### src/rtl/multicycle_control.sv
// Multicycle CPU control unit: fetch/decode/execute FSM that drives datapath muxes,
// memory strobes and PC enables, and counts retired instructions.
module multicycle_control #(
  parameter bit ILLEGAL_TRAP = 1'b1
) (
  input  logic        clk,
  input  logic        rst_n,
  input  logic [5:0]  op_code,
  input  logic        mem_ready,
  output logic        pc_write,
  output logic        pc_write_cond_eq,
  output logic        pc_write_cond_ne,
  output logic        i_or_d,
  output logic        mem_read,
  output logic        mem_write,
  output logic        ir_write,
  output logic        reg_dst,
  output logic        reg_write,
  output logic        mem_to_reg,
  output logic        alu_src_a,
  output logic [1:0]  alu_src_b,
  output logic [1:0]  alu_op,
  output logic [1:0]  pc_source,
  output logic [3:0]  state,
  output logic        instr_done,
  output logic        illegal_op,
  output logic [31:0] instr_count
);

  typedef enum logic [3:0] {
    FETCH    = 4'd0,
    DECODE   = 4'd1,
    MEM_ADDR = 4'd2,
    MEM_RD   = 4'd3,
    MEM_WB   = 4'd4,
    MEM_WR   = 4'd5,
    EXEC     = 4'd6,
    R_WB     = 4'd7,
    BRANCH   = 4'd8,
    JUMP     = 4'd9,
    I_EXEC   = 4'd10,
    I_WB     = 4'd11,
    TRAP     = 4'd12
  } state_t;

  localparam logic [5:0] OP_R    = 6'b000000;
  localparam logic [5:0] OP_LW   = 6'b100011;
  localparam logic [5:0] OP_SW   = 6'b101011;
  localparam logic [5:0] OP_BEQ  = 6'b000100;
  localparam logic [5:0] OP_BNE  = 6'b000101;
  localparam logic [5:0] OP_J    = 6'b000010;
  localparam logic [5:0] OP_ADDI = 6'b001000;
  localparam logic [5:0] OP_ANDI = 6'b001100;

  typedef struct packed {
    logic       pc_write;
    logic       pc_write_cond_eq;
    logic       pc_write_cond_ne;
    logic       i_or_d;
    logic       mem_read;
    logic       mem_write;
    logic       ir_write;
    logic       reg_dst;
    logic       reg_write;
    logic       mem_to_reg;
    logic       alu_src_a;
    logic [1:0] alu_src_b;
    logic [1:0] alu_op;
    logic [1:0] pc_source;
    logic       instr_done;
    logic       illegal_op;
  } ctl_t;

  state_t      state_q, state_d;
  logic [5:0]  op_q, op_d;
  logic [31:0] instr_count_q, instr_count_d;
  ctl_t        ctl;
  ctl_t        ctl_o;

  always_comb begin
    ctl     = '0;
    state_d = state_q;
    case (state_q)
      FETCH: begin
        ctl.mem_read  = 1'b1;
        ctl.alu_src_b = 2'b01;
        ctl.ir_write  = mem_ready;
        ctl.pc_write  = mem_ready;
        if (mem_ready) state_d = DECODE;
      end
      DECODE: begin
        ctl.alu_src_b = 2'b11;
        // The opcode is only being captured on this edge, so dispatch uses the live input.
        case (op_code)
          OP_R:             state_d = EXEC;
          OP_LW, OP_SW:     state_d = MEM_ADDR;
          OP_BEQ, OP_BNE:   state_d = BRANCH;
          OP_J:             state_d = JUMP;
          OP_ADDI, OP_ANDI: state_d = I_EXEC;
          default: begin
            if (ILLEGAL_TRAP) begin
              state_d = TRAP;
            end else begin
              state_d        = FETCH;
              ctl.instr_done = 1'b1;
            end
          end
        endcase
      end
      MEM_ADDR: begin
        ctl.alu_src_a = 1'b1;
        ctl.alu_src_b = 2'b10;
        state_d       = (op_q == OP_LW) ? MEM_RD : MEM_WR;
      end
      MEM_RD: begin
        ctl.mem_read = 1'b1;
        ctl.i_or_d   = 1'b1;
        if (mem_ready) state_d = MEM_WB;
      end
      MEM_WB: begin
        ctl.reg_write  = 1'b1;
        ctl.mem_to_reg = 1'b1;
        ctl.instr_done = 1'b1;
        state_d        = FETCH;
      end
      MEM_WR: begin
        ctl.mem_write = 1'b1;
        ctl.i_or_d    = 1'b1;
        if (mem_ready) begin
          ctl.instr_done = 1'b1;
          state_d        = FETCH;
        end
      end
      EXEC: begin
        ctl.alu_src_a = 1'b1;
        ctl.alu_op    = 2'b10;
        state_d       = R_WB;
      end
      R_WB: begin
        ctl.reg_write  = 1'b1;
        ctl.reg_dst    = 1'b1;
        ctl.instr_done = 1'b1;
        state_d        = FETCH;
      end
      BRANCH: begin
        ctl.alu_src_a        = 1'b1;
        ctl.alu_op           = 2'b01;
        ctl.pc_source        = 2'b01;
        ctl.pc_write_cond_eq = (op_q == OP_BEQ);
        ctl.pc_write_cond_ne = (op_q == OP_BNE);
        ctl.instr_done       = 1'b1;
        state_d              = FETCH;
      end
      JUMP: begin
        ctl.pc_write   = 1'b1;
        ctl.pc_source  = 2'b10;
        ctl.instr_done = 1'b1;
        state_d        = FETCH;
      end
      I_EXEC: begin
        ctl.alu_src_a = 1'b1;
        ctl.alu_src_b = 2'b10;
        ctl.alu_op    = (op_q == OP_ANDI) ? 2'b11 : 2'b00;
        state_d       = I_WB;
      end
      I_WB: begin
        ctl.reg_write  = 1'b1;
        ctl.instr_done = 1'b1;
        state_d        = FETCH;
      end
      TRAP: begin
        ctl.illegal_op = 1'b1;
      end
      default: state_d = FETCH;
    endcase
  end

  always_comb begin
    op_d          = (state_q == DECODE) ? op_code : op_q;
    instr_count_d = ctl.instr_done ? instr_count_q + 32'd1 : instr_count_q;
  end

  always_ff @(posedge clk or negedge rst_n) begin
    if (!rst_n) begin
      state_q       <= FETCH;
      op_q          <= '0;
      instr_count_q <= '0;
    end else begin
      state_q       <= state_d;
      op_q          <= op_d;
      instr_count_q <= instr_count_d;
    end
  end

  // Controls are silenced while reset is held; FETCH would otherwise assert mem_read.
  assign ctl_o = rst_n ? ctl : '0;

  assign pc_write         = ctl_o.pc_write;
  assign pc_write_cond_eq = ctl_o.pc_write_cond_eq;
  assign pc_write_cond_ne = ctl_o.pc_write_cond_ne;
  assign i_or_d           = ctl_o.i_or_d;
  assign mem_read         = ctl_o.mem_read;
  assign mem_write        = ctl_o.mem_write;
  assign ir_write         = ctl_o.ir_write;
  assign reg_dst          = ctl_o.reg_dst;
  assign reg_write        = ctl_o.reg_write;
  assign mem_to_reg       = ctl_o.mem_to_reg;
  assign alu_src_a        = ctl_o.alu_src_a;
  assign alu_src_b        = ctl_o.alu_src_b;
  assign alu_op           = ctl_o.alu_op;
  assign pc_source        = ctl_o.pc_source;
  assign instr_done       = ctl_o.instr_done;
  assign illegal_op       = ctl_o.illegal_op;
  assign state            = state_q;
  assign instr_count      = rst_n ? instr_count_q : 32'd0;

endmodule
### config.mk
export PLATFORM = sky130hd
export DESIGN_NAME = multicycle_control
export DESIGN_NICKNAME = d
export VERILOG_FILES = /design/src/rtl/multicycle_control.sv
export SDC_FILE = /design/constraint.sdc
export NUM_CORES = 1
export LEC_CHECK = 0
export BUFFER_PORTS_ARGS = -buffer_cell sky130_fd_sc_hd__buf_4
export CORE_MARGIN = 3
export CORE_UTILIZATION = 29
export DETAILED_ROUTE_END_ITERATION = 10
export GPL_TIMING_DRIVEN = 0
export HOLD_SLACK_MARGIN = 0.1
export PLACE_DENSITY = 0.61
export SYNTH_ARGS = -nofsm -noshare
export SYNTH_HDL_FRONTEND = slang
export SYNTH_SLANG_ARGS = --single-unit
### constraint.sdc
create_clock -name clk -period 5.3 [get_ports clk]
set_input_delay 0.265 -clock clk [delete_from_list [all_inputs] [get_ports clk]]
set_output_delay 0.265 -clock clk [all_outputs]
set_load 0.05 [all_outputs]
==> results.tsv, run 1 <==
stage	metric	value	unit
run_status	status	finished, final reports clean	
power_and_ir_drop	clkPwrFrac	14.8	%
yosys	yosys-mux-area-fraction	2.930	%
sta	finalSetupViolations	0	
yosys	synth_edf_count	0	
global_routing	antenna_found_initial	0	
placement	gp_congestion	0.8652	
clock_tree	cts_buffers	5	
yosys	synth_nets	298	
global_routing	grt_overflow	0	
setup_path	worstPathArrival	2450	ps
setup_path	end_kind	output pin	
worst_hold_path	worstHoldStart	op_code[4]	
sta	fin_ws	2581	ps
yosys	async_reset_ff_share	100.0	%
yosys	syn-instance-count	288	
yosys	synth_cell_types	50	
power_and_ir_drop	cellLeakagePower	1.342	nW
power_and_ir_drop	switching_share	47.70	%
detailed_routing	drcViolationCount	0	
global_routing	grt_max_degree	49	
cells_and_area	fillers	887	
detailed_routing	drtIter0Drc	155	
yosys	synth_top_family_by_area	simple AND/OR/NAND/NOR gates	
clock_tree	clk_pin_slew	80	ps
setup_path	crit_type	input port to output pin	
die	dieArea	0.01031	sq mm
yosys	seq_area_frac_synth	39.70	%
sta	finalCriticalPeriod	2719	ps
cells_and_area	final_core_util	38.08	%
setup_path	crit_start	rst_n	
die	core_area	0.008806	sq mm
detailed_routing	drt_pass1_iterations	4	
setup_path	cp.buffers_inverters	5	
clock_tree	cts_resized	0	
setup_path	worstPathRequired	5040	ps
worst_hold_path	hp-class	input port to register	
yosys	yosys.area_share.simple	36.53	%
yosys	synth_xor_area_share	10.59	%
setup_path	path_delay_family	buffers and inverters	
clock_tree	cts.sinks	42	
setup_path	cp_slowest_cell	dlygate4sd3_1	
sta	slew_headroom	31.08	%
yosys	synth_flop_cell	dfrtp_1	
sta	finalHoldViolations	0	
detailed_routing	ant_nets	0	
die	die_h	101.6	um
clock_tree	cts_tree	built	
sta	rsz0062_at_grt	no	
detailed_routing	vias_per_cell	5.021	
setup_path	regToRegStartpoint	state[2]$_DFFE_PN0P_	
power_and_ir_drop	ir_drop	0.1437	mV
clock_tree	clock_latency	290	ps
global_routing	grt.total_usage	13.22	%
sta	skew	12.29	ps
power_and_ir_drop	cellInternalPower	0.0007649	W
setup_path	crit_fanout	48	
cells_and_area	area_growth	26.65	%
setup_path	critPathLaunchType	input port	
die	num_rows	34	
clock_tree	cts_root_buf	clkbuf_8	
sta	finalMaxSlewViolations	0	
sta	finalCritPeriodShare	51.30	%
die	start_util	30.07	%
sta	tightest_slew	1024	ps
yosys	synth-adder-area-share	0.4726	%
sta	fmax	367.8	MHz
power_and_ir_drop	power_switching	0.0006978	W
cells_and_area	antennaDiodeCount	0	
detailed_routing	wl_per_cell	14.73	um
cells_and_area	nets	368	
sta	finalSetupTns	0	ps
setup_path	crit_path_max_incr_delay	530	ps
detailed_routing	vias	2345	
yosys	synth_area	0.002648	sq mm
yosys	ys.warnings.count	0	
die	die_x	101.6	um
clock_tree	clockBufferDepth	2	
power_and_ir_drop	power_frac_comb	53.8	%
global_routing	grt_pass1_wl	10850	um
global_routing	grt_pass1_vias	2213	
detailed_routing	wirelength	6880	um
power_and_ir_drop	power_density	436.2	mW/mm^2
placement	hpwl	5172	um
cells_and_area	layout-drive-gt1-share	24.23	%
placement	numPortBuffers	62	
yosys	synth_compound_area_share	6.049	%
power_and_ir_drop	power.share.sequential	31.3	%
yosys	synth_seq_cells	42	
clock_tree	htree_levels	2	
setup_path	path_cells	dlygate4sd3_1 > buf_4 > clkbuf_1 > clkbuf_1 > and2_1 > buf_4	
die	ioPinCount	64	
yosys	syn_area_per_cell	9.193	sq um
job	maxCapViolCount	0	
placement	place_ws	2953	ps
logic make-up (layout without fill, tap and decap cells):
logic type               Yosys count  after routing
AND/OR/NAND/NOR                  163            163
buffers and inverters             20             91
AO/OA/AOI/OAI                     23             23
adder cells (fa/ha/maj)            1              1
multiplexers                       7              7
flip-flops                        42             42
XOR/XNOR                          32             32
worst paths after layout:
kind                                                  to  slack [ps]  cells past startpoint
max                                      instr_count[13]        2580                      6
min in group asynchronous            op_q[3]$_DFFE_PN0P_         510                      2
min reg2reg                instr_count_q[31]$_DFFE_PN0N_         470                      1
max reg2reg                         state[2]$_DFFE_PN0P_        3190                      5
min                                 state[1]$_DFFE_PN0P_         220                      2
max in group asynchronous   instr_count_q[3]$_DFFE_PN0N_        4370                      2
registers in the layout, summed over array words and instances (netlist names):
name           cells
instr_count_q     32
op_q               6
state              4
synthesized netlist by cell type, types with 6 or more instances:
| master | instances | area share [%] |
|---|---|---|
| nor2_1 | 13 | 1.8 |
| xnor2_1 | 9 | 3.0 |
| nor3_1 | 20 | 3.8 |
| dfrtp_1 | 42 | 40 |
| nand3_1 | 12 | 2.3 |
| xor2_1 | 23 | 7.6 |
| nor4_1 | 11 | 2.6 |
| nand2_1 | 23 | 3.3 |
| and2_1 | 37 | 8.7 |
| nand4_1 | 8 | 1.9 |
| clkbuf_1 | 11 | 1.6 |
| mux2_2 | 6 | 2.6 |
| nand2b_1 | 6 | 1.4 |
repair_timing:
| action | CTS | global route |
|---|---|---|
| buffers inserted | 0 | 0 |
| endpoints found under the setup margin | 0 | 0 |
| hold endpoints to repair | 42 | 0 |
| hold buffers | 1 | 0 |
layer usage:
metal | GRT usage [%] | part of all wire [%]
met1 | 17.58 | 45
met2 | 22.03 | 49
met3 | 2.686 | 5.2
met4 | 3.272 | 0.58
met5 | 0 | 0
cell type report:
cell class              instances  area [sq um]  share of cell area (%)
multi-input cells             226          1498                   44.66
flip-flops and latches         42          1051                   31.34
repair buffers                 63         475.5                   14.18
well taps                     108         135.1                   4.030
clock buffers                   7         86.33                   2.575
plain buffers                  16         83.83                   2.500
inverters                       4         15.01                  0.4478
clock inverters                 1         8.758                  0.2612
metrics by stage:
step           power [W]  cell area, sq um  hold slack, ps  cells
2_1_floorplan   0.001031              2648          -30.59    288
3_3_place_gp    0.001243              3248           302.7    458
3_5_place_dp    0.001252              3248           306.0    458
4_1_cts         0.001477              3353           195.0    467
5_1_grt         0.001559              3353           195.8    467
6_report        0.001463              3353           216.4    467
power groups by stage:
| stage | Sequential, W | Combinational, W | Clock [W] |
|---|---|---|---|
| final | 0.000458 | 0.000787 | 0.000217 |
| after global routing | 0.000473 | 0.000846 | 0.000241 |
| after CTS | 0.000459 | 0.000790 | 0.000228 |
| after detailed placement | 0.000465 | 0.000787 | 0 |
| after global placement | 0.000462 | 0.000781 | 0 |
| after floorplan | 0.000483 | 0.000548 | 0 |
cell usage in the layout (no fill, tap or decap), types with 3 or more instances in the layout:
cell type	instances
inv_1	4
dfrtp_1	42
o21ai_0	5
nor3_1	20
nand4_1	8
nor2_1	13
nand3_1	12
xor2_1	23
nor2b_1	3
and2_1	37
and3_1	5
clkbuf_1	12
nor4_1	11
a21oi_1	3
and4_1	4
clkbuf_8	6
nand2b_1	6
buf_4	62
nand2_1	23
buf_6	3
mux2_2	6
xnor2_1	9
nor4b_1	5
a31oi_1	3
(Power assumes the default switching activity.)
==> run 2: changes to the inputs <==
Clock period 5.3 ns to 2.8 ns, I/O delays scaled along.
==> run 2 against run 1 <==
Critical path depth is 1 lower. Largest power group unchanged. Sequential share of layout area decreased by 0.29 points. First-iteration DRC count is 25% lower. Sequential power up 91%. Utilization up 0.36 points. Clock skew shrank 5.5 ps.
==> results.tsv, run 2 (same netlist as run 1, synthesis figures left out) <==
stage	metric	value	unit
run_status	status	finished, final reports clean	
clock_tree	cts_resized	0	
placement	place_inst	458	
setup_path	critPathLaunchType	register	
detailed_routing	vias	2386	
cells_and_area	layout-drive-gt1-share	25.00	%
sta	finalCriticalPeriod	2477	ps
clock_tree	htree_levels	2	
worst_hold_path	hp-class	input port to register	
sta	rsz0062_at_grt	no	
die	die_x	101.6	um
cells_and_area	regMostFlops	instr_count_q	
die	num_rows	34	
clock_tree	clock_latency	290	ps
clock_tree	clk_pin_slew	80	ps
detailed_routing	drt_pass1_iterations	4	
cells_and_area	layout_common_cells	buf_4, dfrtp_1, and2_1, nand2_1, xor2_1	
placement	numPortBuffers	62	
sta	skew	6.763	ps
placement	gp_congestion	0.9202	
global_routing	grt.total_usage	13.22	%
sta	finalSetupViolations	0	
power_and_ir_drop	total_power	0.002781	W
setup_path	crit_type	register to output pin	
setup_path	crit_fanout	10	
die	die_h	101.6	um
sta	fmax	403.7	MHz
cells_and_area	largest_reg_flops	32	
setup_path	crit_path_max_incr_delay	870	ps
clock_tree	cts_tree	built	
sta	finalMaxSlewViolations	0	
power_and_ir_drop	ir_drop	0.2577	mV
job	maxCapViolCount	0	
cells_and_area	fillers	894	
sta	slew_headroom	32.29	%
global_routing	grt_pass1_vias	2235	
detailed_routing	vias_per_cell	5.098	
setup_path	worstPathArrival	2340	ps
die	dieArea	0.01031	sq mm
setup_path	path_cells	buf_6 > nor2b_4 > nor4_1 > and2_1 > buf_4	
placement	hpwl	5061	um
detailed_routing	wirelength	6811	um
cells_and_area	area_growth	27.84	%
global_routing	grt_max_degree	49	
cells_and_area	nets	369	
setup_path	worstPathRequired	2660	ps
setup_path	cp_slowest_cell	nor4_1	
cells_and_area	stdcell_count	468	
setup_path	end_kind	output pin	
detailed_routing	drcViolationCount	0	
sta	finalCritPeriodShare	88.47	%
detailed_routing	wl_per_cell	14.55	um
global_routing	grt_pass1_wl	11010	um
detailed_routing	ant_nets	0	
clock_tree	clockBufferDepth	2	
cells_and_area	multi_input_area	0.001519	sq mm
cells_and_area	antennaDiodeCount	0	
global_routing	antenna_found_initial	0	
cells_and_area	layout.cells.most_common	buf_4	
cells_and_area	ff_latch_area	0.001051	sq mm
detailed_routing	drtIter0Drc	116	
sta	finalHoldViolations	0	
die	core_area	0.008806	sq mm
clock_tree	cts_setup_buffers	0	
power_and_ir_drop	cellLeakagePower	1.351	nW
die	start_util	30.07	%
global_routing	grt_overflow	0	
cells_and_area	stdcell_area	0.003385	sq mm
clock_tree	holdBufCountCts	2	
die	ioPinCount	64	
clock_tree	cts_buffers	5	
clock_tree	cts_root_buf	clkbuf_8	
placement	placed_cell_area	0.003269	sq mm
power_and_ir_drop	power_density	821.8	mW/mm^2
sta	tightest_slew	1006	ps
clock_tree	cts.sinks	42	
## run 2: final timing paths
check | cells past startpoint | from | slack, ps | endpoint
worst max-delay path | 5 | state[1]$_DFFE_PN0P_ | 320 | instr_done
worst min-delay path | 2 | op_code[3] | 130 | op_q[3]$_DFFE_PN0P_
worst max register to register | 5 | state[1]$_DFFE_PN0P_ | 700 | instr_count_q[5]$_DFFE_PN0N_
worst min register to register | 1 | instr_count_q[31]$_DFFE_PN0N_ | 460 | instr_count_q[31]$_DFFE_PN0N_
max in group asynchronous | 2 | rst_n | 2000 | instr_count_q[6]$_DFFE_PN0N_
min in group asynchronous | 2 | rst_n | 390 | op_q[3]$_DFFE_PN0P_
## run 2: power by group
group	leakage, nW	total, W	internal, W	switching (W)
sequential	0.455	0.000874	0.000723	0.000151
clock	0.0472	0.000403	0.000198	0.000205
combinational	0.850	0.00150	0.000528	0.000976
total	1.35	0.00278	0.00145	0.00133
## run 2: routing by layer
layer  share of wire [%]  wire [um]  vias to the layer above  global-route usage, %
li1                    -          -                     1169                      -
met1                  46       3165                     1162                  17.76
met2                  49       3351                       51                  22.13
met3                 3.3        228                        4                  2.135
met4                0.95         65                        0                  3.476
met5                   0          0                        -                      0
## run 2: worst max-delay path: cells and delay by family (launching register included)
| kind | cells | cell delay (ps) |
|---|---|---|
| flops | 1 | 430 |
| buf+inv | 2 | 360 |
| simple gates | 3 | 1260 |
## run 2: final cells by class
type	count	area share (%)
tap	108	3.993
sequential	42	31.05
buffer	16	2.477
clock inverter	2	0.3697
inverter	4	0.4436
multi-input combinational	226	44.88
timing repair buffer	64	14.34
clock buffer	6	2.440
## run 2: per-stage QoR
step | worst slack, ps | setup TNS, ps | hold slack [ps] | utilization, %
5_1_grt | 165.4 | 0 | 139.2 | 38.43
6_report | 322.8 | 0 | 134.4 | 38.43
2_1_floorplan | -6.484 | -6.484 | -155.6 | -
3_3_place_gp | 618.4 | 0 | 181.4 | 37.13
3_5_place_dp | 598.6 | 0 | 190.5 | 37.13
4_1_cts | 274.0 | 0 | 127.9 | 38.43
==> run 3: changes to the inputs <==
Settings changed: CORE_ASPECT_RATIO from default to 1.75, SETUP_SLACK_MARGIN from default to 0.05.
==> run 3 against run 2 <==
Sequential cell count unchanged. Register-to-register slack got worse by 60 ps. Worst setup slack worse by 4.1 ps. Via count rose by 1.5%. Maximum frequency decreased by 0.16%. Clock skew is 2.7 ps lower. Highest routed layer unchanged.
==> results.tsv, run 3 (same netlist as run 1, synthesis figures left out) <==
stage	metric	value	unit
power_and_ir_drop	ir_drop	0.3031	mV
cells_and_area	stdcell_area	0.003436	sq mm
worst_hold_path	hp-class	input port to register	
die	die_x	78.23	um
setup_path	cp.depth	5	
setup_path	crit_type	register to output pin	
sta	tightest_slew	1077	ps
job	maxCapViolCount	0	
sta	finalCritPeriodShare	88.62	%
placement	numPortBuffers	62	
detailed_routing	wl_per_cell	15.33	um
clock_tree	clock_latency	280	ps
sta	finalCriticalPeriod	2481	ps
sta	rsz0062_at_grt	no	
detailed_routing	vias_per_cell	5.099	
run_status	status	finished, final reports clean	
sta	slew_headroom	27.55	%
detailed_routing	drcViolationCount	0	
sta	finalMaxSlewViolations	0	
cells_and_area	fillers	933	
cells_and_area	layout-drive-gt1-share	25.42	%
global_routing	grt_pass1_wl	12450	um
setup_path	path_cells	buf_6 > nor2b_4 > nor4_1 > and2_1 > buf_4	
power_and_ir_drop	cellLeakagePower	1.370	nW
power_and_ir_drop	power_density	858.4	mW/mm^2
setup_path	regToRegStartpoint	state[1]$_DFFE_PN0P_	
die	core_area	0.008783	sq mm
setup_path	worstPathRequired	2660	ps
die	die_h	132.4	um
setup_path	path_delay_family	simple AND/OR/NAND/NOR gates	
cells_and_area	ff_latch_area	0.001051	sq mm
cells_and_area	nets	368	
sta	fmax	403.0	MHz
setup_path	worstRegToRegCells	5	
sta	holdWs	116.8	ps
global_routing	antenna_found_initial	0	
placement	gp_congestion	0.8756	
cells_and_area	multi_input_area	0.001529	sq mm
sta	finalSetupTns	0	ps
die	dieArea	0.01036	sq mm
setup_path	cp.buffers_inverters	2	
setup_path	critPathLaunchType	register	
sta	finalSetupViolations	0	
placement	hpwl	5560	um
cells_and_area	largest_reg_flops	32	
setup_path	crit_path_max_incr_delay	930	ps
cells_and_area	layout_common_cells	buf_4, dfrtp_1, and2_1, nand2_1, xor2_1	
global_routing	grt.total_usage	14.81	%
global_routing	grt_overflow	0	
setup_path	r2r-end	instr_count_q[8]$_DFFE_PN0N_	
setup_path	crit_fanout	10	
setup_path	cp_slowest_cell	nor4_1	
die	start_util	30.14	%
detailed_routing	vias	2422	
cells_and_area	regMostFlops	instr_count_q	
die	ioPinCount	64	
detailed_routing	drtIter0Drc	174	
detailed_routing	wirelength	7281	um
worst_hold_path	whs_path_depth	2	
setup_path	r2r_setup_slack	640	ps
worst_hold_path	whs_endpoint	state[1]$_DFFE_PN0P_	
cells_and_area	area_growth	29.77	%
clock_tree	clk_pin_slew	60	ps
global_routing	grt_max_degree	49	
global_routing	grt_pass1_vias	2556	
clock_tree	cts.sinks	42	
setup_path	crit_start	state[1]$_DFFE_PN0P_	
sta	finalHoldViolations	0	
worst_hold_path	worstHoldStart	op_code[4]	
die	num_rows	45	
cells_and_area	layout.cells.most_common	buf_4	
detailed_routing	drt_pass1_iterations	4	
cells_and_area	antennaDiodeCount	0	
setup_path	end_kind	output pin	
clock_tree	htree_levels	2	
clock_tree	cts_buffers	5	
placement	placed_cell_area	0.003291	sq mm
clock_tree	cts_root_buf	clkbuf_16	
clock_tree	cts_tree	built	
setup_path	worstPathArrival	2340	ps
detailed_routing	ant_nets	0	
sta	skew	4.038	ps
clock_tree	clockBufferDepth	2	
==> run 3: final cells by class <==
class | instances | share of cell area [%]
multi-input cells | 226 | 44.50
plain buffers | 16 | 2.440
well taps | 117 | 4.261
clock buffers | 5 | 3.642
clock inverters | 2 | 0.2913
repair buffers | 63 | 13.84
flip-flops and latches | 42 | 30.59
inverters | 4 | 0.4370
==> run 3: stage by stage <==
| step | utilization (%) | power [W] | cells | setup slack, ps |
|---|---|---|---|---|
| 2_1_floorplan | - | 0.001974 | 288 | 31.11 |
| 4_1_cts | 39.12 | 0.002978 | 475 | 295.2 |
| 3_3_place_gp | 37.46 | 0.002386 | 467 | 623.3 |
| 6_report | 39.12 | 0.002949 | 475 | 318.7 |
| 3_5_place_dp | 37.46 | 0.002414 | 467 | 606.3 |
| 5_1_grt | 39.12 | 0.003132 | 475 | 125.0 |
==> run 3: metal layers <==
metal | track usage [%] | wire, um | up-vias
met1 | 16.57 | 2812 | 1159
met2 | 26.05 | 3828 | 74
li1 | - | - | 1168
met4 | 8.463 | 292 | 0
met5 | 0 | 0 | -
met3 | 2.394 | 348 | 21
==> run 3: worst max path at each step <==
stage	endpoint	slack [ps]
detailed placement	instr_done	610
CTS	instr_done	300
floorplan	alu_op[0]	30
global placement	instr_count_q[8]$_DFFE_PN0N_	620
finish	instr_done	320
global route	instr_count[14]	130
==> run 3: repair_timing <==
item / in CTS / in global routing
endpoints found under the setup margin: 0 / 0
buffers inserted: 0 / 0
hold buffers: 1 / 0
resized for setup: 0 / 0
endpoints found under the hold margin: 42 / 0
==> run 3: report_power, final <==
part	switching (W)	total, W	internal [W]	leakage, nW
clock network	0.000228	0.000550	0.000322	0.0694
registers	0.000156	0.000880	0.000725	0.455
logic	0.000989	0.00152	0.000530	0.846
total	0.00137	0.00295	0.00158	1.37
==> run 3: worst register-to-register path: stages (launching register included) <==
cell and delay [ps]:
dfrtp_1 400, buf_6 150, nor2b_4 140, nor4_1 930
nand4_1 240, xnor2_1 190
